[src/rtl/regfile_pkg.sv]
// Shared register-file constants and types.
// Used by the read-port arbiter and its readers.
package regfile_pkg;
  localparam int NREGS      = 32;
  localparam int REG_ADDR_W = 5;
  localparam int REG_DATA_W = 64;
  localparam logic [REG_ADDR_W-1:0] XZR_ADDR = 5'd31;

  typedef logic [REG_ADDR_W-1:0] reg_addr_t;
  typedef logic [REG_DATA_W-1:0] reg_data_t;

  typedef enum logic {
    ST_EMPTY,
    ST_FULL
  } buf_state_e;
endpackage

[src/rtl/rr_arbiter.sv]
// Combinational round-robin arbiter.
// Searches upward from ptr, wrapping mod N.
module rr_arbiter #(
  parameter int N  = 4,
  parameter int IW = $clog2(N)
) (
  input  logic [N-1:0]  req,
  input  logic [IW-1:0] ptr,
  output logic [N-1:0]  gnt,
  output logic [IW-1:0] idx,
  output logic          any
);
  logic [IW-1:0] w_pos;

  // Scan from farthest to nearest so the nearest hit wins.
  always_comb begin
    gnt   = '0;
    idx   = '0;
    any   = 1'b0;
    w_pos = '0;
    for (int k = N - 1; k >= 0; k--) begin
      w_pos = IW'((int'(ptr) + k) % N);
      if (req[w_pos]) begin
        gnt        = '0;
        gnt[w_pos] = 1'b1;
        idx        = w_pos;
        any        = 1'b1;
      end
    end
  end
endmodule

[src/rtl/regfile_read_arb.sv]
// Shares one register-file read port among NREQ requesters.
// Round-robin grant, one-entry registered response buffer.
module regfile_read_arb
  import regfile_pkg::*;
#(
  parameter int NREQ   = 4,
  parameter int ADDR_W = REG_ADDR_W,
  parameter int DATA_W = REG_DATA_W
) (
  input  logic                   clk,
  input  logic                   reset_n,
  input  logic [NREQ-1:0]        req_valid,
  input  logic [NREQ*ADDR_W-1:0] req_addr,
  output logic [NREQ-1:0]        req_ready,
  output logic [ADDR_W-1:0]      rf_sel,
  input  logic [DATA_W-1:0]      rf_data,
  output logic [NREQ-1:0]        rsp_valid,
  output logic [DATA_W-1:0]      rsp_data,
  input  logic [NREQ-1:0]        rsp_ready
);
  localparam int IW = $clog2(NREQ);

  buf_state_e        r_state;
  logic [IW-1:0]     r_ptr;
  logic [IW-1:0]     r_owner;
  logic [NREQ-1:0]   r_rsp_valid;
  logic [DATA_W-1:0] r_rsp_data;
  logic [ADDR_W-1:0] r_sel;
  logic [NREQ-1:0]   r_hold;

  logic [NREQ-1:0]   w_gnt_oh;
  logic [IW-1:0]     w_gnt_idx;
  logic              w_any;
  logic              w_drain;
  logic              w_can_issue;
  logic              w_grant;
  logic [ADDR_W-1:0] w_addr;
  logic [IW-1:0]     w_ptr_nxt;

  rr_arbiter #(
    .N  (NREQ),
    .IW (IW)
  ) u_arb (
    .req (req_valid),
    .ptr (r_ptr),
    .gnt (w_gnt_oh),
    .idx (w_gnt_idx),
    .any (w_any)
  );

  assign w_drain     = (r_state == ST_FULL) && rsp_ready[r_owner];
  assign w_can_issue = (r_state == ST_EMPTY) || w_drain;
  assign w_grant     = reset_n && w_can_issue && w_any;
  assign w_addr      = req_addr[w_gnt_idx*ADDR_W +: ADDR_W];
  assign w_ptr_nxt   = (w_gnt_idx == IW'(NREQ - 1)) ? '0
                     : w_gnt_idx + 1'b1;

  assign req_ready = w_grant ? w_gnt_oh : '0;
  assign rf_sel    = w_grant ? w_addr : r_sel;
  assign rsp_valid = r_rsp_valid;
  assign rsp_data  = r_rsp_data;

  always_ff @(posedge clk or negedge reset_n) begin
    if (!reset_n) begin
      r_state     <= ST_EMPTY;
      r_ptr       <= '0;
      r_owner     <= '0;
      r_rsp_valid <= '0;
      r_rsp_data  <= '0;
      r_sel       <= '0;
    end else if (w_grant) begin
      r_state     <= ST_FULL;
      r_ptr       <= w_ptr_nxt;
      r_owner     <= w_gnt_idx;
      r_rsp_valid <= w_gnt_oh;
      r_sel       <= w_addr;
      // The zero register reads zero regardless of array contents.
      r_rsp_data  <= (w_addr == ADDR_W'(XZR_ADDR)) ? '0 : rf_data;
    end else if (w_drain) begin
      r_state     <= ST_EMPTY;
      r_rsp_valid <= '0;
    end
  end

  always_ff @(posedge clk or negedge reset_n) begin
    if (!reset_n) r_hold <= '0;
    else          r_hold <= req_valid & ~req_ready;
  end

  a_req_hold: assert property (
    @(posedge clk) disable iff (!reset_n)
    ((r_hold & ~req_valid) == '0)
  );
endmodule

[config.mk]
export PLATFORM = sky130hd
export DESIGN_NAME = regfile_read_arb
export DESIGN_NICKNAME = d
export VERILOG_FILES = /design/src/rtl/regfile_pkg.sv /design/src/rtl/rr_arbiter.sv /design/src/rtl/regfile_read_arb.sv
export SDC_FILE = /design/constraint.sdc
export NUM_CORES = 1
export LEC_CHECK = 0
export CORE_MARGIN = 1.5
export CORE_UTILIZATION = 34
export CTS_CLUSTER_SIZE = 30
export DETAILED_ROUTE_END_ITERATION = 8
export HOLD_SLACK_MARGIN = 0.06
export PLACE_DENSITY = 0.76
export SYNTH_ARGS = -nofsm -noshare
export SYNTH_HDL_FRONTEND = slang
export SYNTH_SLANG_ARGS = --single-unit
[constraint.sdc]
create_clock -name clk -period 11.51 [get_ports clk]
set_clock_uncertainty 0.15 [all_clocks]
set_input_delay 2.302 -clock clk [delete_from_list [all_inputs] [get_ports clk]]
set_output_delay 2.302 -clock clk [all_outputs]
set_load 0.05 [all_outputs]
After elaboration in Yosys (flattened, before gate mapping)

Cells that the tools add are included.

Register bits: 78
Word-level logic and storage cells: 71

$add $sub $neg: 4
Multiply operators: 1
$lt $le $gt $ge: 9
Equal/unequal tests: 2
Shift operators: 1
Muxes and demuxes: 38
Bitwise operators: 1
Reductions and logical operators: 9

Operators with widths:

| kind                  | count |
|---|---|
| $mux W64              | 1 |
| $mux W4               | 7 |
| $shiftx A20 B6 Y5     | 1 |
| $lt A2 B3 Y1 const B  | 5 |
| $mux W1               | 15 |
| $bmux W1 S2           | 5 |
| $mux W2               | 5 |
| $demux W1 S2          | 4 |
| $ge A2 B1 Y1 const B  | 4 |
| $logic_and A1 B1 Y1   | 7 |
| $eq A5 B5 Y1 const B  | 1 |
| $mul A2 B3 Y5 const B | 1 |
| $mux W5               | 1 |
| $add A2 B1 Y2 const B | 2 |
| $add A2 B2 Y2 const B | 2 |
| $eq A2 B2 Y1 const B  | 1 |
| $reduce_bool A2 Y1    | 1 |
| $logic_or A1 B1 Y1    | 1 |
| $not A1 Y1            | 1 |

Longest topological paths before layout

Gate-level depths: netlist of the first run.

Depth in word-level cells: 11
Gate-level depth with buffers: 10

Hierarchy

A second synthesis of the first run with hierarchy kept.

Cell total of the unflattened synthesis: 414
Area total of the unflattened synthesis: 3787.4 um2

Modules (own cells, without submodules):

| module           | times used | cells an instance | area an instance (um2) | sequential area each (um2) |
|---|---|---|---|---|
| regfile_read_arb | 1          | 353               | 3278.1                 | 1951.9 |
| rr_arbiter       | 1          | 61                | 509.2                  | 0.0 |

Worst setup path before layout of the first run

No wires, ideal clock.

Kind: input to output
From: input req_valid[3]
To: output rf_sel[0]
Arrival time: 4899 ps
Required time: 9058 ps
Setup slack: 4159 ps
Stages: 7
Path buffers: 2
Path through: buf_2 mux2_2 o32ai_2 a21o_1 buf_2 a211oi_1 o31ai_1

Word-level cells in the longest chain between the ends: 9

Ends and longest elaborated chain:

| what                          | line                   | RTL |
|---|---|---|
| start: declaration            | regfile_read_arb.sv:12 | `input logic [NREQ-1:0] req_valid,` |
| $bmux W1 S2                   | rr_arbiter.sv:23       | `if (req[w_pos]) begin` |
| $mux W1 (implied by the code) | rr_arbiter.sv:23       |  |
| $mux W2 (4 in a row)          | rr_arbiter.sv:23       |  |
| $mul A2 B3 Y5                 | regfile_read_arb.sv:54 | `assign w_addr = req_addr[w_gnt_idx*ADDR_W +: ADDR_W];` |
| $shiftx A20 B6 Y5             | regfile_read_arb.sv:54 |  |
| $mux W5 *                     | --                     |  |
| end: declaration              | regfile_read_arb.sv:15 | `output logic [ADDR_W-1:0] rf_sel,` |

Mark *: on every way between the ends. The rest lies on a longest branch, timed or not. The select of a mux whose other input is x is not followed.

Final worst setup path of the first run

From: input req_valid[1]
To: output req_ready[3]

Word-level cells in the longest chain between the ends: 8

Ends and longest elaborated chain:

| what                          | line                   | RTL |
|---|---|---|
| $bmux W1 S2                   | rr_arbiter.sv:23       |  |
| $mux W1 (implied by the code) | rr_arbiter.sv:23       |  |
| $mux W1 (4 in a row)          | rr_arbiter.sv:23       |  |
| $logic_and A1 B1 Y1           | regfile_read_arb.sv:53 | `assign w_grant = reset_n && w_can_issue && w_any;` |
| $mux W4 *                     | regfile_read_arb.sv:58 | `assign req_ready = w_grant ? w_gnt_oh : '0;` |
| end: declaration              | regfile_read_arb.sv:14 | `output logic [NREQ-1:0] req_ready,` |

Marks and branches as above.

==> results.md, run 1 <==
* Most frequent CP cell: clkdlybuf4s50_1
* Setup bufs post-CTS at 0
* RR Endpoint: rsp_data[28]
* Grt ovf at 0
* I/O pin count at around 170
* Crit end category: output pin
* Max cap viols at 0
* Final Instance Count excl. Fillers at 723
* Largest net degree at the start of global routing at 67
* Die ar. at ~0.012 mm2
* Mapped Cells at 424
* Min-Delay Startpoint: rsp_data[63]
* Area delta synth->final at 52.2%
* Post-synthesis sequential area ratio at 0.511
* Post-synthesis cell area at ~0.0038 mm2
* Post-cts sizing count at 0
* Final setup fails at 0
* Initial antenna violation count at 0
* Die width at 109 um
* Largest family of logic cells by synthesized area: compound AO/OA/AOI/OAI gates
* Nets at ~700
* Fmax at 0.121 GHz
* Hold path cells at 2
* Clock sink count at about 80
* Worst Path Required at about 9.1 ns
* Worst r2r src: r_ptr[0]
* Register share of total power at 0.264
* Fillcell total at 1,002
* Startpoint types: input port
* Crit path buf inv count at 3
* Post-synthesis mux area share at 0.0537
* Start point of the critical path: req_valid[1]
* Crit-path cells: clkdlybuf4s50_1, o41ai_1, nand2b_2, buf_4, a21oi_1, clkdlybuf4s50_1
* Clock network power share at 0.123
* Drt first pass iters at 5
* DR iter-0 viols at between 200 and 250
* Distinct cell type count after synthesis at 32
* DP Wirelength at 7510 um
* CP delay by family, top: buffers and inverters
* Status: finished clean
* Tightest Pin Transition at 1.01 ns
* Most common cell after layout, fill and taps aside: clkdlybuf4s50_1
* First-pass GRT wire length at around 16,000 um
* Synth Flop Type: dfrtp_1
* Compound-Gate Fraction of Synth Area at 0.184
* HP Class: reg -> reg
* Unrepaired setup endpoints after global routing: false
* Leak at between 2 and 2.5 nW
* CP peak stage delay at around 0.95 ns
* Max_slew headroom at 0.329
* Final worst-path cycle share at 0.720
* Reg2reg setup slack at ~7.4 ns
* Dpl cells at about 710
* Core Box Area at 0.0109 mm2
* TritonCTS clock tree: built
* Clock root cell: clkbuf_8
* Post-route DRC at 0
* Clock Latency Late Sink at 0.33 ns
* Worst EP arrival at ~5.8 ns
* Yosys reg bits at 78
* Hold Path Sink: rsp_data[63]
* Adder-Cell Fraction of Synth Area at 0.0262
* Via count at 3,555
* WL/cell at between 10 and 15 um
* FFs w/ async S/R, synth at 1.00
* Placement row count at 38
* Yosys warns at 0
* Slew Viols, Final at 0
* Final hold viol count at 0
* Comb pwr share at 0.613
* Layout cells sized above 1 at 0.0566
* IO buf count at 170
* EDFF count, synth at 0
* Htree depth at 3
* Cells on worst reg2reg path at 7
* Detail Route Antenna Nets at 0
* Num CTS Buffers at 9
* CP max FO at 59
* Vias in the first global route at between 3,000 and 4,000
* Cts hold-fix bufs at 0
* Final instance area at between 0.005 and 0.006 mm2
* Setup TNS at 0 ns
* RD Place Congestion at 0.841
* Worst IR Drop VDD at around 0.00022 V
* CTS max path bufs at 2
* Slowest CP cell: o41ai_1
* Clk slew on worst S/H paths at around 0.07 ns
* Power per cell area at 313 mW/mm2
* Switch Pwr at around 0.92 mW
* Chip height at 109 um
* Post-Syn Area per Cell at around 9 um2
* Diodes inserted at 0
* Post-Synth Simple-Gate Area at 0.173
* Post-Syn Nets at approximately 530
* Post-Route WL at roughly 10,000 um
* Setup Crit Path Kind: in -> out
* Sw frac at 0.505
* Vias/cell at roughly 4.9
* Final Critical Period at a little over 8 ns
* Post-DP Area at roughly 0.0056 mm2
* Post-synthesis xor/xnor area fraction at 0.00229
* Internal Power at between 0.9 and 1 mW
* Hold WS at between 0.3 and 0.4 ns
* Commonest cells after routing, fill and taps aside: clkdlybuf4s50_1 (169), nand2_1 (142), dfrtp_1 (78), o21ai_0 (56)
* Initial Util at 0.351
* GRT Total Usage at 0.176
## power by group through the flow
stage	Combinational, mW	Clock [mW]	Sequential [mW]
detailed placement	1.12	0	0.485
global placement	1.10	0	0.482
global route	1.19	0.243	0.498
CTS	1.12	0.233	0.482
floorplan	0.378	0	0.850
finish	1.11	0.224	0.480
## cells in the mapped netlist (all sizes together) (2+ instances only)
master | instances | share of area
mux4 | 7 | 0.042
nand2 | 142 | 0.14
o31ai | 5 | 0.013
nand2b | 2 | 0.0033
buf | 6 | 0.0092
ha | 8 | 0.026
nand3b | 5 | 0.0098
nand3 | 2 | 0.0026
a211oi | 16 | 0.031
nand4 | 2 | 0.0033
nor2 | 11 | 0.011
o21ai | 67 | 0.088
mux2 | 3 | 0.0088
o41ai | 2 | 0.0046
a221o | 4 | 0.010
a21oi | 10 | 0.013
inv | 16 | 0.016
a21o | 6 | 0.012
dfrtp | 78 | 0.51
nor2b | 2 | 0.0033
clkbuf | 24 | 0.026
## cell type report
cell class	instances	area (um2)	area share
sequential	78	1950	0.336
timing repair buffer	173	1720	0.296
multi-input combinational	300	1690	0.290
tap	140	175	0.0301
clock buffer	9	124	0.0213
clock inverter	7	96.3	0.0166
inverter	16	60.1	0.0103
## routing by layer
layer | vias up | part of all wire | track usage
li1 | 1747 | - | -
met1 | 1667 | 0.43 | 0.226
met2 | 127 | 0.49 | 0.286
met3 | 14 | 0.068 | 0.0400
met4 | 0 | 0.013 | 0.0686
met5 | - | 0 | 0
## logic make-up after synthesis
family          Yosys count
mux                      11
flops                    78
compound gates          114
xor+xnor                  1
buf+inv                  46
simple gates            166
fa+ha+maj                 8
## worst max path at each step
stage | end | slack [ns] | cells after the start
floorplan | rf_sel[0] | 4.16 | 7
global placement | req_ready[0] | 3.35 | 6
detailed placement | req_ready[0] | 3.20 | 6
CTS | req_ready[0] | 3.19 | 6
global route | req_ready[1] | 2.96 | 6
finish | req_ready[3] | 3.23 | 6
## sequential cells by signal, indices dropped and copies added (netlist names)
| name | flops |
|---|---|
| rsp_data | 64 |
| r_sel | 5 |
| rsp_valid | 4 |
| r_owner | 2 |
| r_ptr | 2 |
| r_state | 1 |
## worst reg2reg max path, delay by kind of cell (launching register included)
family / cells / cell delay [ns]
compound gates: 3 / 1.29
mux: 1 / 0.98
flops: 1 / 0.71
fa+ha+maj: 1 / 0.47
buf+inv: 1 / 0.21
simple gates: 1 / 0.18
## per-stage QoR
step	worst slack (ns)	utilization	power (mW)
3_3_place_gp	3.35	0.514	1.59
2_1_floorplan	4.16	-	1.23
3_5_place_dp	3.20	0.514	1.60
4_1_cts	3.19	0.534	1.84
5_1_grt	2.96	0.534	1.93
6_report	3.23	0.534	1.82
No activity file was read; power rests on OpenSTA's default activity.
==> inputs of run 2 (changes only) <==
--- a/config.mk
+++ b/config.mk
@@ -10,7 +10,7 @@
 export CTS_CLUSTER_SIZE = 30
 export DETAILED_ROUTE_END_ITERATION = 8
 export HOLD_SLACK_MARGIN = 0.06
-export PLACE_DENSITY = 0.76
+export PLACE_DENSITY = 0.79
 export SYNTH_ARGS = -nofsm -noshare
 export SYNTH_HDL_FRONTEND = slang
 export SYNTH_SLANG_ARGS = --single-unit
==> constraint.sdc (replaced) <==
create_clock -name clk -period 7.35 [get_ports clk]
set_clock_uncertainty 0.15 [all_clocks]
set_input_delay 1.47 -clock clk [delete_from_list [all_inputs] [get_ports clk]]
set_output_delay 1.47 -clock clk [all_outputs]
set_load 0.05 [all_outputs]
==> results.md, run 2 (same netlist as run 1, synthesis figures left out) <==
* Post-route DRC at 0 (unchanged)
* Crit end category: output pin
* Vias/cell at 4.98 (+1.2%)
* Max_slew headroom at 0.308 (-0.0209)
* Initial antenna violation count at 0 (unchanged)
* Startpoint types: input port
* Die width at 109 um (unchanged)
* HP Class: reg -> reg
* Worst IR Drop VDD at 0.000321 V (+45%)
* Number of flip-flops in the largest register at 64 (unchanged)
* First-pass GRT wire length at 16,700 um (+2.0%)
* Area occupied by multi-input gates at 0.00169 mm2 (unchanged)
* Final core occ at 0.533 (-0.000804)
* Vias in the first global route at 3,516 (+1.5%)
* Grt met2 use at 0.304 (+0.0174)
* DP Wirelength at 7630 um (+1.5%)
* IO buf count at 170 (unchanged)
* Comb pwr share at 0.619 (+0.006)
* Clock root cell: clkbuf_8
* Htree depth at 3 (unchanged)
* Tightest Pin Transition at 1.04 ns (+0.0314 ns)
* Core Box Area at 0.0109 mm2 (unchanged)
* Final hold viol count at 0 (unchanged)
* Clk slew on worst S/H paths at 0.08 ns (about the same)
* Layout cells sized above 1 at 0.0581 (+0.00152)
* Post-cts sizing count at 0 (unchanged)
* Met1 GRT Util at 0.221 (-0.00533)
* Setup TNS at 0 ns (unchanged)
* Cts hold-fix bufs at 0 (unchanged)
* GR Layer Usage met3 at 0.0478 (+0.00777)
* Unrepaired setup endpoints after global routing: false
* Register area at 0.00195 mm2 (unchanged)
* Power per cell area at 487 mW/mm2 (+56%)
* Initial Util at 0.351 (unchanged)
* Worst Path Required at 5.73 ns (-3.33 ns)
* Via count at 3,607 (+1.5%)
* CTS max path bufs at 2 (unchanged)
* Max cap viols at 0 (unchanged)
* Sw frac at 0.512 (+0.00672)
* Worst EP arrival at 4.86 ns (-0.97 ns)
* Setup Crit Path Kind: in -> out
* Final setup fails at 0 (unchanged)
* Register share of total power at 0.266 (+0.002)
* Final Critical Period at around 6.5 ns
* GRT Total Usage at 0.178 (+0.00248)
* DR iter-0 viols at 213 (-2.3%)
* I/O pin count at 171 (unchanged)
* Clock sink count at 78 (unchanged)
* WL/cell at 14.7 um (+2.0%)
* Nets at 682 (+0.29%)
* Fmax at between 0.15 and 0.2 GHz
* Largest net degree at the start of global routing at 67 (unchanged)
* Placement row count at 38 (unchanged)
* Area delta synth->final at 51.9%
* Num CTS Buffers at 9 (unchanged)
* Detail Route Antenna Nets at 0 (unchanged)
* TritonCTS clock tree: built
* Switch Pwr at 1.45 mW (+57%)
* Most common cell after layout, fill and taps aside: clkdlybuf4s50_1
* Clock network power share at 0.115 (-0.008)
* Status: finished clean
* Drt first pass iters at 5 (unchanged)
* Hold WS at 0.337 ns (+0.00533 ns)
* Post-Route WL at 10,700 um (+2.3%)
* Leak at 2.47 nW (-0.28%)
* Die ar. at 0.0119 mm2 (unchanged)
* Commonest cells after routing, fill and taps aside: clkdlybuf4s50_1 (169), nand2_1 (142), dfrtp_1 (78), o21ai_0 (56)
* Internal Power at 1.38 mW (+53%)
* Grt peak-use layer: met2
* Final worst-path cycle share at 0.882
* Chip height at 109 um (unchanged)
* Setup bufs post-CTS at 0 (unchanged)
* RD Place Congestion at 0.801 (-4.7%)
* Grt ovf at 0 (unchanged)
* Clock Latency Late Sink at 0.33 ns (about the same)
* Fillcell total at 1,022 (+2.0%)
* Slew Viols, Final at 0 (unchanged)
* CP max FO at 11 (-81%)
* Diodes inserted at 0 (unchanged)
## run 2: cell types whose count changed in the layout (fill, tap and decap cells not counted), sizes merged
cell / delta
buf: +2
bufinv: -1
clkbuf: +1
clkinv: -2
clkinvlp: +1
inv: +1
## run 2: worst paths after layout
path / from / end / slack, ns / cells past startpoint
worst max-delay path: req_valid[1] / rf_sel[3] / 0.87 / 7
worst min-delay path: rsp_data[34] / rsp_data[34] / 0.34 / 2
worst max register to register: r_ptr[0] / rsp_data[47] / 3.23 / 7
worst min register to register: rsp_data[34] / rsp_data[34] / 0.34 / 2
max in group asynchronous: reset_n / rsp_data[25] / 5.17 / 2
min in group asynchronous: reset_n / rsp_data[22] / 0.94 / 1
## run 2: cell type report
cell class | count | area share
clock buffers | 10 | 0.0220
clock inverters | 6 | 0.0119
inverters | 16 | 0.0103
multi-input cells | 300 | 0.290
flip-flops and latches | 78 | 0.336
well taps | 140 | 0.0302
repair buffers | 175 | 0.299
## run 2: power by group through the flow
stage	registers, mW	clock network (mW)	logic [mW]
finish	0.751	0.325	1.75
global route	0.777	0.360	1.86
CTS	0.754	0.339	1.76
detailed placement	0.759	0	1.76
global placement	0.752	0	1.73
floorplan	1.33	0	0.592
## run 2: per-layer routing
layer / routed length [um] / part of all wire / vias to the layer above
met5: 0 / 0 / -
met4: 111 / 0.010 / 0
met3: 913 / 0.086 / 12
met2: 5220 / 0.49 / 160
met1: 4430 / 0.41 / 1692
li1: - / - / 1743
## run 2: through the flow
stage          std cells  instance area, um2  power, mW  setup slack [ns]
6_report             725                5810       2.83             0.869
5_1_grt              725                5810       3.00             0.740
4_1_cts              725                5810       2.85             0.860
3_5_place_dp         709                5610       2.52             0.870
3_3_place_gp         709                5610       2.48             0.937
2_1_floorplan        424                3820       1.92              1.66
## run 2: critical path: stages
cell	delay [ns]
clkdlybuf4s50_1	0.57
mux4_2	0.63
a2111o_1	0.45
o31ai_4	0.14
mux4_1	0.60
mux2_2	0.29
clkdlybuf4s50_1	0.70
==> inputs of run 3 (changes only) <==
--- a/config.mk
+++ b/config.mk
@@ -14,3 +14,4 @@
 export SYNTH_ARGS = -nofsm -noshare
 export SYNTH_HDL_FRONTEND = slang
 export SYNTH_SLANG_ARGS = --single-unit
+export TNS_END_PERCENT = 50
==> results of run 3 <==
No change in the layout: final DEF, timing and power equal those of run 2.
